--- src/rtl/uart_pkg.sv ---
// Shared UART definitions: RX frame FSM states, parity types and the stop-bit count clamp.
package uart_pkg;

  typedef enum logic [2:0] {
    IDLE   = 3'd0,
    DATA   = 3'd1,
    PARITY = 3'd2,
    STOP   = 3'd3,
    DONE   = 3'd4
  } rx_state_e;

  typedef enum logic {
    PAR_EVEN = 1'b0,
    PAR_ODD  = 1'b1
  } par_type_e;

  // A request of 0 means one stop bit; anything above the supported maximum saturates.
  function automatic logic [1:0] clamp_stop(input logic [1:0] req, input logic [1:0] max_stop);
    logic [1:0] n;
    n = (req == 2'd0) ? 2'd1 : req;
    return (n > max_stop) ? max_stop : n;
  endfunction

endpackage

--- src/rtl/uart_parity_acc.sv ---
// Running XOR parity accumulator with clear/enable; err is the even/odd parity error of acc ^ bit_in.
// With bit_in = 0 and even type, err is the plain running parity, which is what the TX side transmits.
module uart_parity_acc
  import uart_pkg::*;
(
  input  logic      CLK,
  input  logic      RST,
  input  logic      clr,
  input  logic      en,
  input  logic      bit_in,
  input  par_type_e par_typ,
  output logic      err
);

  logic acc_q, acc_d;

  // NOTE: every signal written in an always_comb gets a default first, so no path leaves it unassigned and no latch is inferred.
  always_comb begin
    acc_d = acc_q;
    if (clr) begin
      acc_d = 1'b0;
    end else if (en) begin
      acc_d = acc_q ^ bit_in;
    end
  end

  // NOTE: sequential state is updated with non-blocking assignments only, so all flops see pre-edge values.
  always_ff @(posedge CLK or posedge RST) begin
    if (RST) acc_q <= 1'b0;
    else     acc_q <= acc_d;
  end

  assign err = (par_typ == PAR_ODD) ? ~(acc_q ^ bit_in) : (acc_q ^ bit_in);

endmodule

--- src/rtl/uart_rx_frame_check.sv ---
// UART RX frame checker: shifts in LSB-first data, checks optional parity and 1..MAX_STOP_BITS stop bits.
// Optional saturating frame error counter enabled by defining UART_RX_ERR_CNT_EN.
module uart_rx_frame_check
  import uart_pkg::*;
#(
  parameter int DATA_WIDTH    = 8,
  parameter int MAX_STOP_BITS = 2,
  parameter int CNT_WIDTH     = 8
) (
  input  logic                  CLK,
  input  logic                  RST,
  input  logic                  frame_start,
  input  logic                  smp_valid,
  input  logic                  sampled_bit,
  input  logic                  par_en,
  input  logic                  par_typ,
  input  logic [1:0]            stop_num,
  output logic                  busy,
  output logic [DATA_WIDTH-1:0] data_out,
  output logic                  data_valid,
  output logic                  par_err,
  output logic                  stp_err,
  output logic [CNT_WIDTH-1:0]  frame_err_cnt
);

  localparam int              BW        = $clog2(DATA_WIDTH + 1);
  localparam logic [1:0]      MAX_STOP  = 2'(MAX_STOP_BITS);
  localparam logic [BW-1:0]   LAST_DATA = BW'(DATA_WIDTH - 1);

  rx_state_e             state_q, state_d;
  logic                  par_en_q, par_en_d;
  par_type_e             par_typ_q, par_typ_d;
  logic [1:0]            stop_num_q, stop_num_d;
  logic [BW-1:0]         bit_cnt_q, bit_cnt_d;
  logic [DATA_WIDTH-1:0] shift_q, shift_d;
  logic                  par_err_nxt_q, par_err_nxt_d;
  logic                  stp_err_nxt_q, stp_err_nxt_d;
  logic [DATA_WIDTH-1:0] data_out_q, data_out_d;
  logic                  par_err_q, par_err_d;
  logic                  stp_err_q, stp_err_d;
  logic                  acc_clr, acc_en, acc_err;
  logic [BW-1:0]         stop_last;

  assign stop_last = BW'(stop_num_q) - 1'b1;

  uart_parity_acc u_parity_acc (
    .CLK     (CLK),
    .RST     (RST),
    .clr     (acc_clr),
    .en      (acc_en),
    .bit_in  (sampled_bit),
    .par_typ (par_typ_q),
    .err     (acc_err)
  );

  always_comb begin
    state_d       = state_q;
    par_en_d      = par_en_q;
    par_typ_d     = par_typ_q;
    stop_num_d    = stop_num_q;
    bit_cnt_d     = bit_cnt_q;
    shift_d       = shift_q;
    par_err_nxt_d = par_err_nxt_q;
    stp_err_nxt_d = stp_err_nxt_q;
    data_out_d    = data_out_q;
    par_err_d     = par_err_q;
    stp_err_d     = stp_err_q;
    acc_clr       = 1'b0;
    acc_en        = 1'b0;

    // frame_start overrides everything: it aborts a frame in flight and discards a coincident sample.
    if (frame_start) begin
      state_d       = DATA;
      par_en_d      = par_en;
      par_typ_d     = par_type_e'(par_typ);
      stop_num_d    = clamp_stop(stop_num, MAX_STOP);
      bit_cnt_d     = '0;
      shift_d       = '0;
      par_err_nxt_d = 1'b0;
      stp_err_nxt_d = 1'b0;
      par_err_d     = 1'b0;
      stp_err_d     = 1'b0;
      acc_clr       = 1'b1;
    end else begin
      case (state_q)
        DATA: if (smp_valid) begin
          shift_d = {sampled_bit, shift_q[DATA_WIDTH-1:1]};
          acc_en  = 1'b1;
          if (bit_cnt_q == LAST_DATA) begin
            bit_cnt_d = '0;
            state_d   = par_en_q ? PARITY : STOP;
          end else begin
            bit_cnt_d = bit_cnt_q + 1'b1;
          end
        end
        PARITY: if (smp_valid) begin
          par_err_nxt_d = acc_err;
          state_d       = STOP;
        end
        STOP: if (smp_valid) begin
          stp_err_nxt_d = stp_err_nxt_q | ~sampled_bit;
          bit_cnt_d     = bit_cnt_q + 1'b1;
          if (bit_cnt_q == stop_last) begin
            // Results are committed on entry to DONE so they are visible alongside data_valid.
            state_d    = DONE;
            data_out_d = shift_q;
            par_err_d  = par_err_nxt_q;
            stp_err_d  = stp_err_nxt_q | ~sampled_bit;
          end
        end
        default: state_d = IDLE;
      endcase
    end
  end

  // NOTE: the data shift register is reset along with the control state so a partial frame never leaks into data_out.
  always_ff @(posedge CLK or posedge RST) begin
    if (RST) begin
      state_q       <= IDLE;
      par_en_q      <= 1'b0;
      par_typ_q     <= PAR_EVEN;
      stop_num_q    <= 2'd1;
      bit_cnt_q     <= '0;
      shift_q       <= '0;
      par_err_nxt_q <= 1'b0;
      stp_err_nxt_q <= 1'b0;
      data_out_q    <= '0;
      par_err_q     <= 1'b0;
      stp_err_q     <= 1'b0;
    end else begin
      state_q       <= state_d;
      par_en_q      <= par_en_d;
      par_typ_q     <= par_typ_d;
      stop_num_q    <= stop_num_d;
      bit_cnt_q     <= bit_cnt_d;
      shift_q       <= shift_d;
      par_err_nxt_q <= par_err_nxt_d;
      stp_err_nxt_q <= stp_err_nxt_d;
      data_out_q    <= data_out_d;
      par_err_q     <= par_err_d;
      stp_err_q     <= stp_err_d;
    end
  end

  assign busy       = (state_q == DATA) || (state_q == PARITY) || (state_q == STOP);
  assign data_valid = (state_q == DONE);
  assign data_out   = data_out_q;
  assign par_err    = par_err_q;
  assign stp_err    = stp_err_q;

`ifdef UART_RX_ERR_CNT_EN
  logic [CNT_WIDTH-1:0] err_cnt_q, err_cnt_d;
  logic                 err_event;

  assign err_event = (state_q == STOP) && (state_d == DONE) && (par_err_d || stp_err_d);

  always_comb begin
    err_cnt_d = err_cnt_q;
    if (err_event && (err_cnt_q != '1)) err_cnt_d = err_cnt_q + 1'b1;
  end

  always_ff @(posedge CLK or posedge RST) begin
    if (RST) err_cnt_q <= '0;
    else     err_cnt_q <= err_cnt_d;
  end

  assign frame_err_cnt = err_cnt_q;
`else
  assign frame_err_cnt = '0;
`endif

endmodule

--- config.mk ---
export PLATFORM = sky130hd
export DESIGN_NAME = uart_rx_frame_check
export DESIGN_NICKNAME = d
export VERILOG_FILES = /design/src/rtl/uart_pkg.sv /design/src/rtl/uart_parity_acc.sv /design/src/rtl/uart_rx_frame_check.sv
export SDC_FILE = /design/constraint.sdc
export NUM_CORES = 1
export LEC_CHECK = 0
export CORE_AREA = 2 2 61 63
export CTS_BUF_LIST = sky130_fd_sc_hd__clkbuf_2 sky130_fd_sc_hd__clkbuf_4 sky130_fd_sc_hd__clkbuf_8
export DETAILED_ROUTE_END_ITERATION = 6
export DIE_AREA = 0 0 63 65
export PLACE_DENSITY = 0.71
export SKIP_CTS_REPAIR_TIMING = 1
export SLEW_MARGIN = 15
export SYNTH_ARGS = -nofsm -noshare
export SYNTH_HDL_FRONTEND = slang
export SYNTH_SLANG_ARGS = --single-unit
--- constraint.sdc ---
create_clock -name CLK -period 5.15 [get_ports CLK]
set_clock_uncertainty 0.1 [all_clocks]
set_input_delay 0.7725 -clock CLK [delete_from_list [all_inputs] [get_ports CLK]]
set_output_delay 0.7725 -clock CLK [all_outputs]
set_load 0.1 [all_outputs]
==> results of run 1 <==
-- how the worst max path moves through the flow --
stage	from	end	slack, ns	cells past startpoint
3_3_place_gp	smp_valid	data_out[0]	2.11	5
2_1_floorplan	state_q[1]	busy	2.33	3
6_report	state_q[1]	data_valid	1.93	3
5_1_grt	state_q[1]	data_valid	1.83	3
3_5_place_dp	smp_valid	data_out[0]	2.05	5
4_1_cts	state_q[1]	data_valid	1.92	3
-- worst max-delay path, delay by kind of cell (launching register included) --
| family | cells | cell delay, ns |
|---|---|---|
| buffers and inverters | 1 | 1.12 |
| DFF | 1 | 0.54 |
| and+or+nand+nor | 2 | 0.35 |
-- final cells by class --
cell class                      instances  area (um^2)  share of cell area (%)
Clock buffer                            7         65.1                    3.62
Inverter                                5         18.8                    1.05
Multi-Input combinational cell        100          644                    35.9
Sequential cell                        32          802                    44.7
Tap cell                               48         60.1                    3.34
Timing Repair Buffer                   21          205                    11.4
-- layer usage --
metal	share of wire, %	global-route usage (%)	vias to the layer above
met5	0	0	-
met4	1.5	6.67	0
met3	4.4	5.03	5
met2	48	24.5	26
met1	46	18.2	503
li1	-	-	521
-- flip-flops by register name (all words and copies together), names as in the netlist --
| name | flops |
|---|---|
| stp_err | 1 |
| par_en_q | 1 |
| state_q | 3 |
| par_err | 1 |
| stp_err_nxt_q | 1 |
| u_parity_acc.acc_q | 1 |
| bit_cnt_q | 4 |
| data_out | 8 |
| par_err_nxt_q | 1 |
| shift_q | 8 |
| par_typ_q | 1 |
| stop_num_q | 2 |
-- synth_stat cells (2+ instances only) --
| cell type | instances | area (um^2) |
|---|---|---|
| sky130_fd_sc_hd__dfrtp_1 | 31 | 776 |
| sky130_fd_sc_hd__nand2_1 | 14 | 52.6 |
| sky130_fd_sc_hd__nor2_1 | 14 | 52.6 |
| sky130_fd_sc_hd__a21oi_1 | 11 | 55.1 |
| sky130_fd_sc_hd__mux2_2 | 10 | 113 |
| sky130_fd_sc_hd__o21ai_0 | 10 | 50.1 |
| sky130_fd_sc_hd__buf_4 | 8 | 60.1 |
| sky130_fd_sc_hd__clkbuf_1 | 8 | 30.0 |
| sky130_fd_sc_hd__inv_1 | 5 | 18.8 |
| sky130_fd_sc_hd__xnor2_1 | 4 | 35.0 |
| sky130_fd_sc_hd__a31oi_1 | 2 | 12.5 |
| sky130_fd_sc_hd__ha_1 | 2 | 25.0 |
| sky130_fd_sc_hd__mux2i_1 | 2 | 20.0 |
| sky130_fd_sc_hd__nand3_1 | 2 | 10.0 |
| sky130_fd_sc_hd__nand3b_1 | 2 | 15.0 |
| sky130_fd_sc_hd__nor3_1 | 2 | 10.0 |
| sky130_fd_sc_hd__nor4_1 | 2 | 12.5 |
| sky130_fd_sc_hd__nor4bb_1 | 2 | 20.0 |
| sky130_fd_sc_hd__xor2_1 | 2 | 17.5 |
-- cell usage in the layout (no fill, tap or decap), drive strengths merged --
| cell | netlist | layout |
|---|---|---|
| a211o | 1 | 1 |
| or3 | 1 | 1 |
| dfstp | 1 | 1 |
| nor4 | 2 | 2 |
| a2111o | 1 | 1 |
| xor2 | 2 | 2 |
| buf | 9 | 2 |
| nand3b | 2 | 2 |
| nand4b | 1 | 1 |
| xnor2 | 4 | 4 |
| and2 | 1 | 1 |
| nand3 | 2 | 2 |
| nor2 | 14 | 14 |
| nor4bb | 2 | 2 |
| or4 | 1 | 1 |
| a2111oi | 1 | 1 |
| o21a | 1 | 1 |
| inv | 5 | 5 |
| and2b | 1 | 1 |
| o21ai | 10 | 10 |
| dfrtp | 31 | 31 |
| nor3 | 2 | 2 |
| clkbuf | 8 | 7 |
| a31oi | 2 | 2 |
| mux2i | 2 | 2 |
| conb | 1 | 8 |
| clkdlybuf4s50 | 0 | 19 |
| ha | 2 | 2 |
| mux2 | 10 | 10 |
| nand2 | 14 | 14 |
| and3b | 1 | 1 |
| a311oi | 1 | 1 |
| a21oi | 11 | 11 |
-- cells by family after synthesis --
family | count (synthesis) | synth area share (%)
AND/OR/NAND/NOR | 44 | 14.5
flip-flops | 32 | 52.1
AO/OA/AOI/OAI | 28 | 11.8
buffers and inverters | 22 | 7.80
multiplexers | 12 | 8.61
XOR/XNOR | 6 | 3.41
adder cells (fa/ha/maj) | 2 | 1.62
other | 1 | 0.243
-- stage by stage --
| stage | std cells | total power [W] | utilization (%) |
|---|---|---|---|
| 6_report | 213 | 0.000488 | 51.4 |
| 5_1_grt | 213 | 0.000510 | 51.4 |
| 4_1_cts | 213 | 0.000492 | 51.4 |
| 3_5_place_dp | 206 | 0.000334 | 49.5 |
| 3_3_place_gp | 206 | 0.000333 | 49.5 |
| 2_1_floorplan | 154 | 0.000325 | - |
-- power breakdown --
part           internal [W]  switching, W
Clock             0.0000774     0.0000817
Sequential         0.000257    0.00000457
Combinational     0.0000181     0.0000486
==> flow_results.xml, run 1 <==
<?xml version="1.0" encoding="UTF-8"?>
<metrics>
  <group name="critical_path">
    <metric name="critical_path.max_stage_delay" unit="ns">1.12</metric>
    <metric name="path_class" unit="">reg -&gt; out</metric>
    <metric name="worstPathCellList" unit="">nor2_1, and2_1, clkdlybuf4s50_1</metric>
    <metric name="cp-start-kind" unit="">flop</metric>
    <metric name="timing.reg2reg.setup_slack" unit="ns">2.54</metric>
    <metric name="critical_path_arrival" unit="ns">2.34</metric>
    <metric name="critical_path.slowest_cell" unit="">sky130_fd_sc_hd__clkdlybuf4s50_1</metric>
    <metric name="critical_path_required" unit="ns">4.28</metric>
    <metric name="rr_worst_depth" unit="">6</metric>
    <metric name="cp_max_fo" unit="">14</metric>
    <metric name="endpoint_kind" unit="">output pin</metric>
    <metric name="timing.rr.end" unit="">data_out[0]</metric>
    <metric name="worstReg2RegStart" unit="">stop_num_q[0]</metric>
  </group>
  <group name="hold_path">
    <metric name="hold_path_end" unit="">stp_err_nxt_q</metric>
    <metric name="worst_hold_path_stage_count" unit="">2</metric>
    <metric name="min-delay-start" unit="">stp_err_nxt_q</metric>
    <metric name="worstHoldPathType" unit="">reg -&gt; reg</metric>
  </group>
  <group name="layout">
    <metric name="drive_gt1_share" unit="%">13.3</metric>
    <metric name="filler_cell_count" unit="">331</metric>
    <metric name="n_antenna_cell" unit="">0</metric>
    <metric name="postLayoutCellArea" unit="um^2">1800</metric>
    <metric name="layout.nets" unit="">176</metric>
    <metric name="syn2layout_area_growth" unit="%">16.6</metric>
  </group>
  <group name="yosys">
    <metric name="main_synth_ff_type" unit="">sky130_fd_sc_hd__dfrtp_1</metric>
    <metric name="post_synth_instance_area" unit="um^2">1540</metric>
    <metric name="async_flop_share" unit="%">100</metric>
    <metric name="synthCells" unit="">147</metric>
    <metric name="synth_edf_count" unit="">0</metric>
    <metric name="yosysSeqAreaShare" unit="%">52.1</metric>
    <metric name="synth_seq_cells" unit="">32</metric>
    <metric name="synthesis.area_per_instance" unit="um^2">10.5</metric>
    <metric name="ys_types" unit="">33</metric>
    <metric name="yosysWarningCount" unit="">0</metric>
  </group>
  <group name="place">
    <metric name="port_buffers" unit="">19</metric>
    <metric name="gp_routability_congestion" unit="">0.711</metric>
    <metric name="post-dp-hpwl" unit="mm">1.86</metric>
    <metric name="placement.cell_area" unit="um^2">1730</metric>
    <metric name="preCtsSetupSlack" unit="ns">2.05</metric>
  </group>
  <group name="cts">
    <metric name="cts.root.buffer_cell" unit="">sky130_fd_sc_hd__clkbuf_4</metric>
    <metric name="cts-buffers-inserted" unit="">5</metric>
    <metric name="h-tree-depth" unit="">2</metric>
    <metric name="worst_skew_pair.late_latency" unit="ns">0.33</metric>
    <metric name="clock_tree_buffer_depth" unit="">2</metric>
    <metric name="cts.sinks" unit="">32</metric>
    <metric name="clock_edge_transition_at_the_registers_on_the_reported_setup_and_hold_paths" unit="ns">0.09</metric>
    <metric name="cts_tree" unit="">done</metric>
  </group>
  <group name="detailed_routing">
    <metric name="avgRoutedWirePerCell" unit="um">12.4</metric>
    <metric name="detailedRoute.firstIterationViolations" unit="">9</metric>
    <metric name="drt-vias-per-instance" unit="">4.95</metric>
    <metric name="wirelength" unit="mm">2.64</metric>
    <metric name="dr_total_vias" unit="">1055</metric>
    <metric name="ant_nets" unit="">0</metric>
    <metric name="drc" unit="">0</metric>
    <metric name="drt-pass1-iter-count" unit="">4</metric>
  </group>
  <group name="sta">
    <metric name="postLayoutSetupSlackWorst" unit="ns">1.93</metric>
    <metric name="max_freq" unit="MHz">311</metric>
    <metric name="grt_setup_unrepaired" unit="">no</metric>
    <metric name="report.final.hold_viol_count" unit="">0</metric>
    <metric name="setup-tns-final" unit="ns">0</metric>
    <metric name="final.min_clock_period" unit="ns">3.22</metric>
    <metric name="timing.final.crit_share" unit="%">62.5</metric>
    <metric name="report.final.slew_viol_count" unit="">0</metric>
    <metric name="finalHoldWorstSlack" unit="ns">0.409</metric>
    <metric name="timing.slew.headroom" unit="%">34.8</metric>
    <metric name="setup_viol" unit="">0</metric>
    <metric name="worstMarginPinSlew" unit="ns">0.975</metric>
  </group>
  <group name="grt">
    <metric name="global_route_wire_length_before_repair" unit="mm">4.70</metric>
    <metric name="antenna_found_initial" unit="">0</metric>
    <metric name="grt_start_max_net_pins" unit="">33</metric>
    <metric name="grt_pass1_vias" unit="">1064</metric>
    <metric name="global_route.usage.total" unit="%">15.1</metric>
    <metric name="global_route.overflow_total" unit="">0</metric>
  </group>
  <group name="run">
    <metric name="drv.max_cap_violation_count" unit="">0</metric>
  </group>
  <group name="floorplan">
    <metric name="initial_utilization" unit="%">44.1</metric>
    <metric name="floorplan.rows" unit="">22</metric>
    <metric name="chipWidth" unit="um">63</metric>
    <metric name="i_o_pins" unit="">29</metric>
    <metric name="design.die.area" unit="um^2">4100</metric>
    <metric name="core_area" unit="um^2">3500</metric>
    <metric name="overall_die_height" unit="um">65</metric>
  </group>
  <group name="power_and_ir_drop">
    <metric name="cell_pwr_density" unit="nW/um^2">272</metric>
    <metric name="max-vdd-ir-drop" unit="mV">0.134</metric>
    <metric name="power.static_leakage" unit="nW">0.786</metric>
  </group>
  <group name="outcome">
    <metric name="result_of_the_run" unit="">finished, final reports clean</metric>
  </group>
</metrics>
Power figures use the tool's default switching activity.
==> run 2, diff against run 1 <==
--- a/config.mk
+++ b/config.mk
@@ -9,7 +9,7 @@
 export CTS_BUF_LIST = sky130_fd_sc_hd__clkbuf_2 sky130_fd_sc_hd__clkbuf_4 sky130_fd_sc_hd__clkbuf_8
 export DETAILED_ROUTE_END_ITERATION = 6
 export DIE_AREA = 0 0 63 65
-export PLACE_DENSITY = 0.71
+export PLACE_DENSITY = 0.73
 export SKIP_CTS_REPAIR_TIMING = 1
 export SLEW_MARGIN = 15
 export SYNTH_ARGS = -nofsm -noshare
==> constraint.sdc (replaced) <==
create_clock -name CLK -period 2.7 [get_ports CLK]
set_clock_uncertainty 0.1 [all_clocks]
set_input_delay 0.405 -clock CLK [delete_from_list [all_inputs] [get_ports CLK]]
set_output_delay 0.405 -clock CLK [all_outputs]
set_load 0.1 [all_outputs]
==> flow_results.xml, run 2 (synthesis results as in run 1) <==
<?xml version="1.0" encoding="UTF-8"?>
<metrics>
  <group name="floorplan">
    <metric name="i_o_pins" unit="">29</metric>
    <metric name="chipWidth" unit="um">63</metric>
    <metric name="initial_utilization" unit="%">44.1</metric>
    <metric name="floorplan.rows" unit="">22</metric>
    <metric name="design.die.area" unit="um^2">4100</metric>
    <metric name="core_area" unit="um^2">3500</metric>
    <metric name="overall_die_height" unit="um">65</metric>
  </group>
  <group name="layout">
    <metric name="syn2layout_area_growth" unit="%">16.3</metric>
    <metric name="filler_cell_count" unit="">334</metric>
    <metric name="drive_gt1_share" unit="%">22.9</metric>
    <metric name="ff_latch_area" unit="um^2">802</metric>
    <metric name="final_cell_mix" unit="">sky130_fd_sc_hd__dfrtp_1, sky130_fd_sc_hd__buf_4, sky130_fd_sc_hd__nand2_1, sky130_fd_sc_hd__nor2_1, sky130_fd_sc_hd__a21oi_1</metric>
    <metric name="layout.nets" unit="">180</metric>
    <metric name="layout.cells.non_filler" unit="">218</metric>
    <metric name="final_common_cell" unit="">sky130_fd_sc_hd__dfrtp_1</metric>
    <metric name="n_antenna_cell" unit="">0</metric>
    <metric name="area_occupied_by_multi_input_gates" unit="um^2">644</metric>
    <metric name="postLayoutCellArea" unit="um^2">1790</metric>
  </group>
  <group name="sta">
    <metric name="final.min_clock_period" unit="ns">2.54</metric>
    <metric name="setup-tns-final" unit="ns">0</metric>
    <metric name="grt_setup_unrepaired" unit="">no</metric>
    <metric name="setup_viol" unit="">0</metric>
    <metric name="postLayoutSetupSlackWorst" unit="ns">0.163</metric>
    <metric name="report.final.hold_viol_count" unit="">0</metric>
    <metric name="report.final.slew_viol_count" unit="">0</metric>
    <metric name="timing.final.crit_share" unit="%">93.9</metric>
    <metric name="max_freq" unit="MHz">394</metric>
    <metric name="finalHoldWorstSlack" unit="ns">0.339</metric>
  </group>
  <group name="detailed_routing">
    <metric name="ant_nets" unit="">0</metric>
    <metric name="drc" unit="">0</metric>
    <metric name="avgRoutedWirePerCell" unit="um">12.9</metric>
    <metric name="wirelength" unit="mm">2.81</metric>
    <metric name="drt-pass1-iter-count" unit="">4</metric>
    <metric name="drt-vias-per-instance" unit="">4.99</metric>
    <metric name="dr_total_vias" unit="">1088</metric>
    <metric name="detailedRoute.firstIterationViolations" unit="">24</metric>
  </group>
  <group name="critical_path">
    <metric name="critical_path_required" unit="ns">2.82</metric>
    <metric name="rr_worst_depth" unit="">6</metric>
    <metric name="worstPathCellList" unit="">inv_1, ha_1, or3_4, a2111oi_4, and2b_1, mux2_2</metric>
    <metric name="critical_path.slowest_cell" unit="">sky130_fd_sc_hd__dfstp_2</metric>
    <metric name="cp.buffers_inverters" unit="">1</metric>
    <metric name="endpoint_kind" unit="">flop</metric>
    <metric name="critical_path.max_stage_delay" unit="ns">0.57</metric>
    <metric name="cp_max_fo" unit="">8</metric>
    <metric name="cp-start-kind" unit="">flop</metric>
    <metric name="critical_path_arrival" unit="ns">2.66</metric>
    <metric name="timing.reg2reg.setup_slack" unit="ns">0.16</metric>
    <metric name="timing.critical_path.depth" unit="">6</metric>
    <metric name="path_class" unit="">reg -&gt; reg</metric>
    <metric name="critPathTopFamily" unit="">simple AND/OR/NAND/NOR gates</metric>
  </group>
  <group name="grt">
    <metric name="global_route.overflow_total" unit="">0</metric>
    <metric name="grt_start_max_net_pins" unit="">33</metric>
    <metric name="global_route.usage.total" unit="%">16.4</metric>
    <metric name="antenna_found_initial" unit="">0</metric>
    <metric name="grt_pass1_vias" unit="">1104</metric>
    <metric name="global_route_wire_length_before_repair" unit="mm">5.10</metric>
  </group>
  <group name="cts">
    <metric name="cts_tree" unit="">done</metric>
    <metric name="cts.root.buffer_cell" unit="">sky130_fd_sc_hd__clkbuf_4</metric>
    <metric name="worst_skew_pair.late_latency" unit="ns">0.34</metric>
    <metric name="cts.sinks" unit="">32</metric>
    <metric name="h-tree-depth" unit="">2</metric>
    <metric name="clock_edge_transition_at_the_registers_on_the_reported_setup_and_hold_paths" unit="ns">0.10</metric>
    <metric name="cts-buffers-inserted" unit="">5</metric>
    <metric name="clock_tree_buffer_depth" unit="">2</metric>
  </group>
  <group name="place">
    <metric name="post-dp-hpwl" unit="mm">2.02</metric>
    <metric name="port_buffers" unit="">19</metric>
    <metric name="placement.cell_area" unit="um^2">1730</metric>
    <metric name="dpl.cell_count" unit="">210</metric>
    <metric name="gp_routability_congestion" unit="">0.767</metric>
    <metric name="preCtsSetupSlack" unit="ns">0.156</metric>
  </group>
  <group name="hold_path">
    <metric name="worstHoldPathType" unit="">in -&gt; async</metric>
  </group>
  <group name="power_and_ir_drop">
    <metric name="max-vdd-ir-drop" unit="mV">0.269</metric>
    <metric name="cell_pwr_density" unit="nW/um^2">511</metric>
    <metric name="power.static_leakage" unit="nW">0.829</metric>
  </group>
  <group name="run">
    <metric name="drv.max_cap_violation_count" unit="">0</metric>
  </group>
  <group name="outcome">
    <metric name="result_of_the_run" unit="">finished, final reports clean</metric>
  </group>
</metrics>
[run 2: cell count changes in the layout (fill, tap and decap cells not counted)]
cell	delta
sky130_fd_sc_hd__buf_4	+16
sky130_fd_sc_hd__clkdlybuf4s50_1	-12
sky130_fd_sc_hd__clkinv_2	+2
sky130_fd_sc_hd__clkbuf_8	-1
[run 2: layout make-up]
class,count,area share (%)
Clock buffer,6,2.86
Sequential cell,32,44.8
Tap cell,48,3.35
Inverter,5,1.05
Clock inverter,2,0.559
Timing Repair Buffer,25,11.5
Multi-Input combinational cell,100,36.0
[run 2: report_power, final]
part	total, W	switching, W	internal, W
combinational	0.000131	0.0000939	0.0000373
sequential	0.000500	0.00000921	0.000491
clock	0.000284	0.000160	0.000124
[run 2: per-stage QoR]
| step | power (W) | utilization (%) |
|---|---|---|
| after CTS | 0.000928 | 51.3 |
| after floorplan | 0.000620 | - |
| after global routing | 0.000968 | 51.3 |
| after detailed placement | 0.000641 | 49.5 |
| final | 0.000915 | 51.3 |
| after global placement | 0.000638 | 49.5 |
[run 2: path summary, 6_finish.rpt]
| check | endpoint | startpoint |
|---|---|---|
| max in group asynchronous | stop_num_q[0] | RST |
| min reg2reg | stp_err_nxt_q | stp_err_nxt_q |
| min in group CLK | stp_err_nxt_q | stp_err_nxt_q |
| max | data_out[7] | stop_num_q[0] |
| min | shift_q[5] | RST |
| max reg2reg | data_out[7] | stop_num_q[0] |
[run 2: worst min-delay path, cell delays in order]
cell                              delay, ns
sky130_fd_sc_hd__clkdlybuf4s50_1       0.40
sky130_fd_sc_hd__inv_1                 0.05
sky130_fd_sc_hd__buf_4                 0.35
[run 2: per-layer routing]
layer	part of all wire (%)	GRT usage [%]
met5	0	0
met4	2.7	10.0
met3	4.8	5.38
met2	49	26.5
met1	43	18.9
